`config.mk`:
```
export PLATFORM = sky130hd
export DESIGN_NAME = spart_rx
export DESIGN_NICKNAME = d
export VERILOG_FILES = /design/src/rtl/spart_rx.sv
export SDC_FILE = /design/constraint.sdc
export NUM_CORES = 1
export LEC_CHECK = 0
export CORE_ASPECT_RATIO = 0.9
export CORE_MARGIN = 2
export CORE_UTILIZATION = 55
export CTS_BUF_LIST = sky130_fd_sc_hd__clkbuf_2
export DETAILED_ROUTE_END_ITERATION = 8
export PLACE_DENSITY = 0.78
export SYNTH_ARGS = -nofsm -noshare
export SYNTH_HDL_FRONTEND = slang
export SYNTH_SLANG_ARGS = --single-unit
```
`constraint.sdc`:
```
create_clock -name clk_i -period 2.1 [get_ports clk_i]
set_input_delay 0.315 -clock clk_i [delete_from_list [all_inputs] [get_ports clk_i]]
set_output_delay 0.315 -clock clk_i [all_outputs]
set_load 0.01 [all_outputs]
```
`src/rtl/spart_rx.sv`:
```
// -----------------------------------------------------------------------------
// spart_rx : SPART receive stage.
//
// Deserialises an asynchronous 8N1 serial line (LSB first) into a byte for the
// SPART bus logic, using an external OVERSAMPLE x bit-rate enable tick.
//
// Ports
//   clk_i        system clock, rising edge
//   rst_i        synchronous active-high reset
//   enable_i     single-cycle oversample tick (OVERSAMPLE per bit period)
//   rxd_i        asynchronous serial input, idle high
//   clr_rda_i    one-cycle pulse: bus logic has consumed rx_data_o
//   rx_data_o    last received byte
//   rda_o        received data available
//   frame_err_o  stop bit of the byte in rx_data_o was sampled low
//   overrun_o    a byte completed while rda_o was still set
// -----------------------------------------------------------------------------
module spart_rx #(
    parameter int OVERSAMPLE = 16
) (
    input  logic       clk_i,
    input  logic       rst_i,
    input  logic       enable_i,
    input  logic       rxd_i,
    input  logic       clr_rda_i,
    output logic [7:0] rx_data_o,
    output logic       rda_o,
    output logic       frame_err_o,
    output logic       overrun_o
);

    localparam int TW = $clog2(OVERSAMPLE);
    typedef logic [TW-1:0] tcnt_t;

    // Start bit is checked at its middle; data/stop bits one full period later.
    localparam tcnt_t HALF_M1 = tcnt_t'(OVERSAMPLE / 2 - 1);
    localparam tcnt_t FULL_M1 = tcnt_t'(OVERSAMPLE - 1);
    localparam tcnt_t TCNT_ONE = tcnt_t'(1'b1);
    localparam tcnt_t TCNT_ZERO = tcnt_t'(1'b0);

    typedef enum logic [1:0] {
        S_IDLE  = 2'd0,
        S_START = 2'd1,
        S_DATA  = 2'd2,
        S_STOP  = 2'd3
    } state_t;

    logic [1:0] sync_q;
    logic       rxs_s;
    state_t     state_q, state_d;
    tcnt_t      tcnt_q, tcnt_d;
    logic [2:0] bcnt_q, bcnt_d;
    logic [7:0] sh_q, sh_d;
    logic [7:0] rx_data_q, rx_data_d;
    logic       rda_q, rda_d;
    logic       fe_q, fe_d;
    logic       ov_q, ov_d;
    logic       complete_s;

    assign rxs_s = sync_q[1];

    // Two-flop synchroniser for the asynchronous serial input (idles high).
    always_ff @(posedge clk_i) begin
        if (rst_i) begin
            sync_q <= 2'b11;
        end else begin
            sync_q <= {sync_q[0], rxd_i};
        end
    end

    // State, counters, shift register and output registers.
    always_ff @(posedge clk_i) begin
        if (rst_i) begin
            state_q   <= S_IDLE;
            tcnt_q    <= TCNT_ZERO;
            bcnt_q    <= 3'd0;
            sh_q      <= 8'h00;
            rx_data_q <= 8'h00;
            rda_q     <= 1'b0;
            fe_q      <= 1'b0;
            ov_q      <= 1'b0;
        end else begin
            state_q   <= state_d;
            tcnt_q    <= tcnt_d;
            bcnt_q    <= bcnt_d;
            sh_q      <= sh_d;
            rx_data_q <= rx_data_d;
            rda_q     <= rda_d;
            fe_q      <= fe_d;
            ov_q      <= ov_d;
        end
    end

    // Receive FSM: next state, counters and shift register.
    always_comb begin
        state_d    = state_q;
        tcnt_d     = tcnt_q;
        bcnt_d     = bcnt_q;
        sh_d       = sh_q;
        complete_s = 1'b0;
        case (state_q)
            S_IDLE: begin
                if (enable_i && (rxs_s == 1'b0)) begin
                    state_d = S_START;
                    tcnt_d  = TCNT_ZERO;
                end else begin
                    state_d = S_IDLE;
                end
            end
            S_START: begin
                if (enable_i) begin
                    if (tcnt_q == HALF_M1) begin
                        tcnt_d = TCNT_ZERO;
                        bcnt_d = 3'd0;
                        // A line that is high again at mid-start was a glitch.
                        if (rxs_s == 1'b0) begin
                            state_d = S_DATA;
                        end else begin
                            state_d = S_IDLE;
                        end
                    end else begin
                        tcnt_d = tcnt_q + TCNT_ONE;
                    end
                end else begin
                    tcnt_d = tcnt_q;
                end
            end
            S_DATA: begin
                if (enable_i) begin
                    if (tcnt_q == FULL_M1) begin
                        sh_d   = {rxs_s, sh_q[7:1]};
                        tcnt_d = TCNT_ZERO;
                        if (bcnt_q == 3'd7) begin
                            state_d = S_STOP;
                        end else begin
                            bcnt_d = bcnt_q + 3'd1;
                        end
                    end else begin
                        tcnt_d = tcnt_q + TCNT_ONE;
                    end
                end else begin
                    tcnt_d = tcnt_q;
                end
            end
            S_STOP: begin
                if (enable_i) begin
                    if (tcnt_q == FULL_M1) begin
                        complete_s = 1'b1;
                        tcnt_d     = TCNT_ZERO;
                        state_d    = S_IDLE;
                    end else begin
                        tcnt_d = tcnt_q + TCNT_ONE;
                    end
                end else begin
                    tcnt_d = tcnt_q;
                end
            end
            default: begin
                state_d = S_IDLE;
                tcnt_d  = TCNT_ZERO;
                bcnt_d  = 3'd0;
            end
        endcase
    end

    // Output status: completion beats a simultaneous clear, and a clear in
    // the same cycle means the old byte was consumed, so no overrun.
    always_comb begin
        rx_data_d = rx_data_q;
        rda_d     = rda_q;
        fe_d      = fe_q;
        ov_d      = ov_q;
        if (complete_s) begin
            rx_data_d = sh_q;
            rda_d     = 1'b1;
            fe_d      = ~rxs_s;
            ov_d      = rda_q & ~clr_rda_i;
        end else if (clr_rda_i) begin
            rda_d = 1'b0;
            fe_d  = 1'b0;
            ov_d  = 1'b0;
        end else begin
            rda_d = rda_q;
        end
    end

    assign rx_data_o   = rx_data_q;
    assign rda_o       = rda_q;
    assign frame_err_o = fe_q;
    assign overrun_o   = ov_q;

endmodule
```
# Yosys cells after proc, flatten, opt, wreduce, memory -nomap -nowiden
# Index checks and enable logic that the tools add are counted.
dict set report totals {
  regBits 30
  out_inout_bits 11
  word_cells 68
}
dict set report op_classes {
  add_sub_neg 2
  eq_ne 16
  n_mux 29
  bitwise 3
  n_reduce_logical 9
}
# op n
set op_table {}
lappend op_table {{two-way mux 4 bit} 5}
lappend op_table {{!= test 2 bit, second input constant} 9}
lappend op_table {{two-way mux 2 bit} 8}
lappend op_table {{two-way mux 3 bit} 5}
lappend op_table {{case mux 4 bit (3 select lines)} 1}
lappend op_table {{two-way mux 1 bit} 8}
lappend op_table {{case mux 2 bit (4 select lines)} 1}
lappend op_table {{AND reduction 7 bit} 1}
lappend op_table {{case mux 3 bit (2 select lines)} 1}
lappend op_table {{AND reduction 3 bit} 2}
lappend op_table {{AND reduction 6 bit} 1}
lappend op_table {{adder 4 x 1 -> 4 bit, second input constant} 1}
lappend op_table {{== test 2 bit, second input constant} 2}
lappend op_table {{== test 4 x 3 -> 1 bit, second input constant} 1}
lappend op_table {{== test 4 bit, second input constant} 1}
lappend op_table {{nonzero test 2 bit} 2}
lappend op_table {{adder 3 x 1 -> 3 bit, second input constant} 1}
lappend op_table {{== test 3 bit, second input constant} 1}
lappend op_table {{== test 2 x 1 -> 1 bit, second input constant} 1}
lappend op_table {{zero test 2 bit} 1}
lappend op_table {{!= test 2 x 1 -> 1 bit, second input constant} 1}
lappend op_table {{NOT 1 bit} 2}
lappend op_table {{OR reduction 2 bit} 1}
lappend op_table {{AND 1 bit} 1}
lappend op_table {{logical AND 1 bit} 1}

# Depth between registers and ports, before layout
dict set report depth {
  ltp_word 5
  mapped_depth 6
  depth_no_buf 5
}

# Least setup slack after synthesis
# No wires, ideal clock.
dict set report synth_timing {
  kind {register to register}
  start {reg tcnt_q[0]}
  end {reg (tool-made name)}
  setup_time_ps 121
  arrival_ps 1331
  required_ps 1979
  setup_slack_ps 648
  path_stages_with_launch 5
  period_less_slack_ps 1452
  path_cell_list {dfxtp_1 ha_1 nand2_1 nor4_2 mux2_2}
}
# element line_no
set synth_rtl {}
lappend synth_rtl {{from (decl)} 51} ;# tcnt_t tcnt_q, tcnt_d;
lappend synth_rtl {{from (signal assigned)} 84} ;# tcnt_q <= tcnt_d;

==> impl_results.md <==
- Status: finished clean
- Routability congestion estimate: 0.8151
- Slew @ Worst Pin: around 460 ps
- Die span in x: a little under 60 microns
- Num CTS Buffers: 5
- Most frequent cells after synthesis: dfxtp_1, a21oi_1, nand4_1, o31ai_1, clkbuf_1
- Slew margin rel.: between 60% and 70%
- Number of I/O pins: 16
- Worst clock skew: approximately 25 ps
- Post-Synthesis Cells: 160
- Yosys reg bits: 30
- Hold Startpoint: sync_q[0]
- CP Capture Type: register
- Pwr/cell area: approximately 540 nW/um^2
- DIE HEIGHT: about 52 microns
- FF-to-FF Start: tcnt_q[0]
- Share of layout cells above drive strength 1: 11.49%
- Clock sinks: 30
- Worst Path Max Fanout: 6
- DRT Pass-1 Iters: 5
- Routed len/inst: 15.10 microns
- Slew Limit Fails: 0
- Tot GR Track Use: approximately 23%
- Fin cells: approximately 200
- Reg clk slew, reported paths: 150 ps
- Syn Nets: approximately 170
- TNS Setup: 0 ps
- Seq/Total Area, Yosys: a little over two fifths
- WS Path Type: reg2reg
- WP data required: approximately 2400 ps
- Synth top area share: around 42%
- Fmax: between 0.5 and 0.6 GHz
- Tmin final: roughly 1700 ps
- Synth Cell Area: ~1400 sq um
- Vias in the first global route: 1,197
- EDFF count, synth: 0
- Synthesis Warnings: 0
- Root Driver: clkbuf_2
- Global route overflow: 0
- Core area: between 2000 and 2500 sq um
- Cell Chain, Critical Path: ha_1 > nand2_1 > nor4_2 > mux2_2
- First-pass GRT wire length: between 5000 and 6000 microns
- Die area: between 3000 and 4000 sq um
- Worst IR Drop VDD: ~430 uV
- # H-tree levels: 2
- Most numerous cell in the Yosys netlist: dfxtp_1
- Starting Density: around 58%
- DRC viols: 0
- Worst Path Buf+Inv: 0
- Fin crit share: between 80 and 90%
- Final #Nets: around 180
- Top_reg_cell synth: dfxtp_1
- Initial DRC count: 50
- Post-DP Area: around 1600 sq um
- Asr flop ratio synth: 0%
- # hold bufs at CTS: 0
- Post_cts resized: 0
- Worst min path class: reg2reg
- Via count: 1,311
- Max stage delay cell, worst path: dfxtp_1
- Synth area leader: dfxtp_1
- Pleak: roughly 0.55 nW
- Latest clock arrival within the worst-skew pair: 370 ps
- Post-CTS Setup Bufs: 0
- Max stage delay on crit path: between 400 and 500 ps
- Area contributors post-synth: dfxtp_1, o31ai_1, nand4_1, a21oi_1, ha_1
- Detail Route Antenna Nets: 0
- Final instance area: 1630 sq um
- Final hold viol count: 0
- CP Launch Point: tcnt_q[0]
- Max clock buf depth: 2
- Placed instance count: between 150 and 200
- Synth cell types: 38
- Pin count of the biggest net entering global routing: 27
- Drt via density: roughly 6.5
- Mapped Avg Cell Area: between 8 and 9 sq um
- RSZ-0062 raised after global routing: false
- CTS tree: built
- Final setup violation count: 0
- Max cap viols: 0
- CP arrival: 1990 ps
- Area Growth Syn to Fin: 14.30%
- Port buffer count: 15
- Initial antenna violation count: 0
- Post-Route WL: around 3000 microns
- Startpoint types: register
- Rows: 17
- Inserted Diodes: 0
- Top Family by Delay on Critical Path: simple AND/OR/NAND/NOR gates
- Post-DP HPWL: roughly 2000 microns
## layer usage
layer	share of wire (%)	global-route usage [%]
met5	0	0
met4	1.5	12.79
met3	5.7	8.889
met2	47	35.61
met1	46	27.30
## final cells by class
type                       instances  area, sq um
clock buffer                       5        25.02
timing repair buffer              25        225.2
fill                             210        837.1
sequential                        30        600.6
multi-input combinational        106        714.4
tap                               28        35.03
inverter                           7        26.28
clock inverter                     1        3.754
## state kept, by name, summed over array words and instances (netlist names), named ones only
signal	cells
state_q	1
rx_data_o	8
bcnt_q	3
overrun_o	1
sh_q	8
tcnt_q	4
frame_err_o	1
rda_o	1
sync_q	2
## where the power goes
group,internal [mW],switching (mW)
clock network,0.0660,0.193
registers,0.572,0.00225
logic,0.0163,0.0254
## cell families after synthesis
family,synth area share [%]
AOI/OAI and AO/OA,23.77
and+or+nand+nor,20.17
DFF,42.11
buffers and inverters,7.806
muxes,2.895
adders and majority gates,2.632
xor gates and xnor gates,0.6141
## final timing paths
| path | to | depth (start not counted) | slack [ps] |
|---|---|---|---|
| hold / removal | sync_q[1] | 1 | 430 |
| setup reg to reg | register | 4 | 400 |
| hold reg to reg | sync_q[1] | 1 | 430 |
| setup / recovery | register | 4 | 400 |
## per-stage QoR
stage / util [%] / setup WS (ps) / total power, mW / hold slack (ps)
3_3_place_gp: 64.91 / 264.8 / 0.6270 / 392.6
6_report: 66.08 / 397.2 / 0.8750 / 430.1
3_5_place_dp: 64.91 / 201.6 / 0.6278 / 399.3
2_1_floorplan: - / 648.1 / 0.6126 / 389.5
5_1_grt: 66.08 / 289.3 / 0.9002 / 450.8
4_1_cts: 66.08 / 418.5 / 0.8738 / 433.6
## worst register-to-register path, cell delays in order, from the launching register on
cell and delay, ps:
dfxtp_1 420, ha_1 310, nand2_1 180, nor4_2 330, mux2_2 380
## placed cells by master, fill, tap and decap left out, types with 3 or more instances in the layout
cell type,n
dfxtp_1,30
a21oi_1,21
nand4_1,17
o31ai_1,17
clkdlybuf4s50_1,15
buf_4,10
inv_1,6
clkbuf_2,5
nand2b_1,4
nand2_1,4
o21ai_0,4
nor3b_1,3
mux2i_1,3
nor2_1,3
o211ai_1,3
ha_1,3
Note: power is estimated with default switching activity, not from simulation.
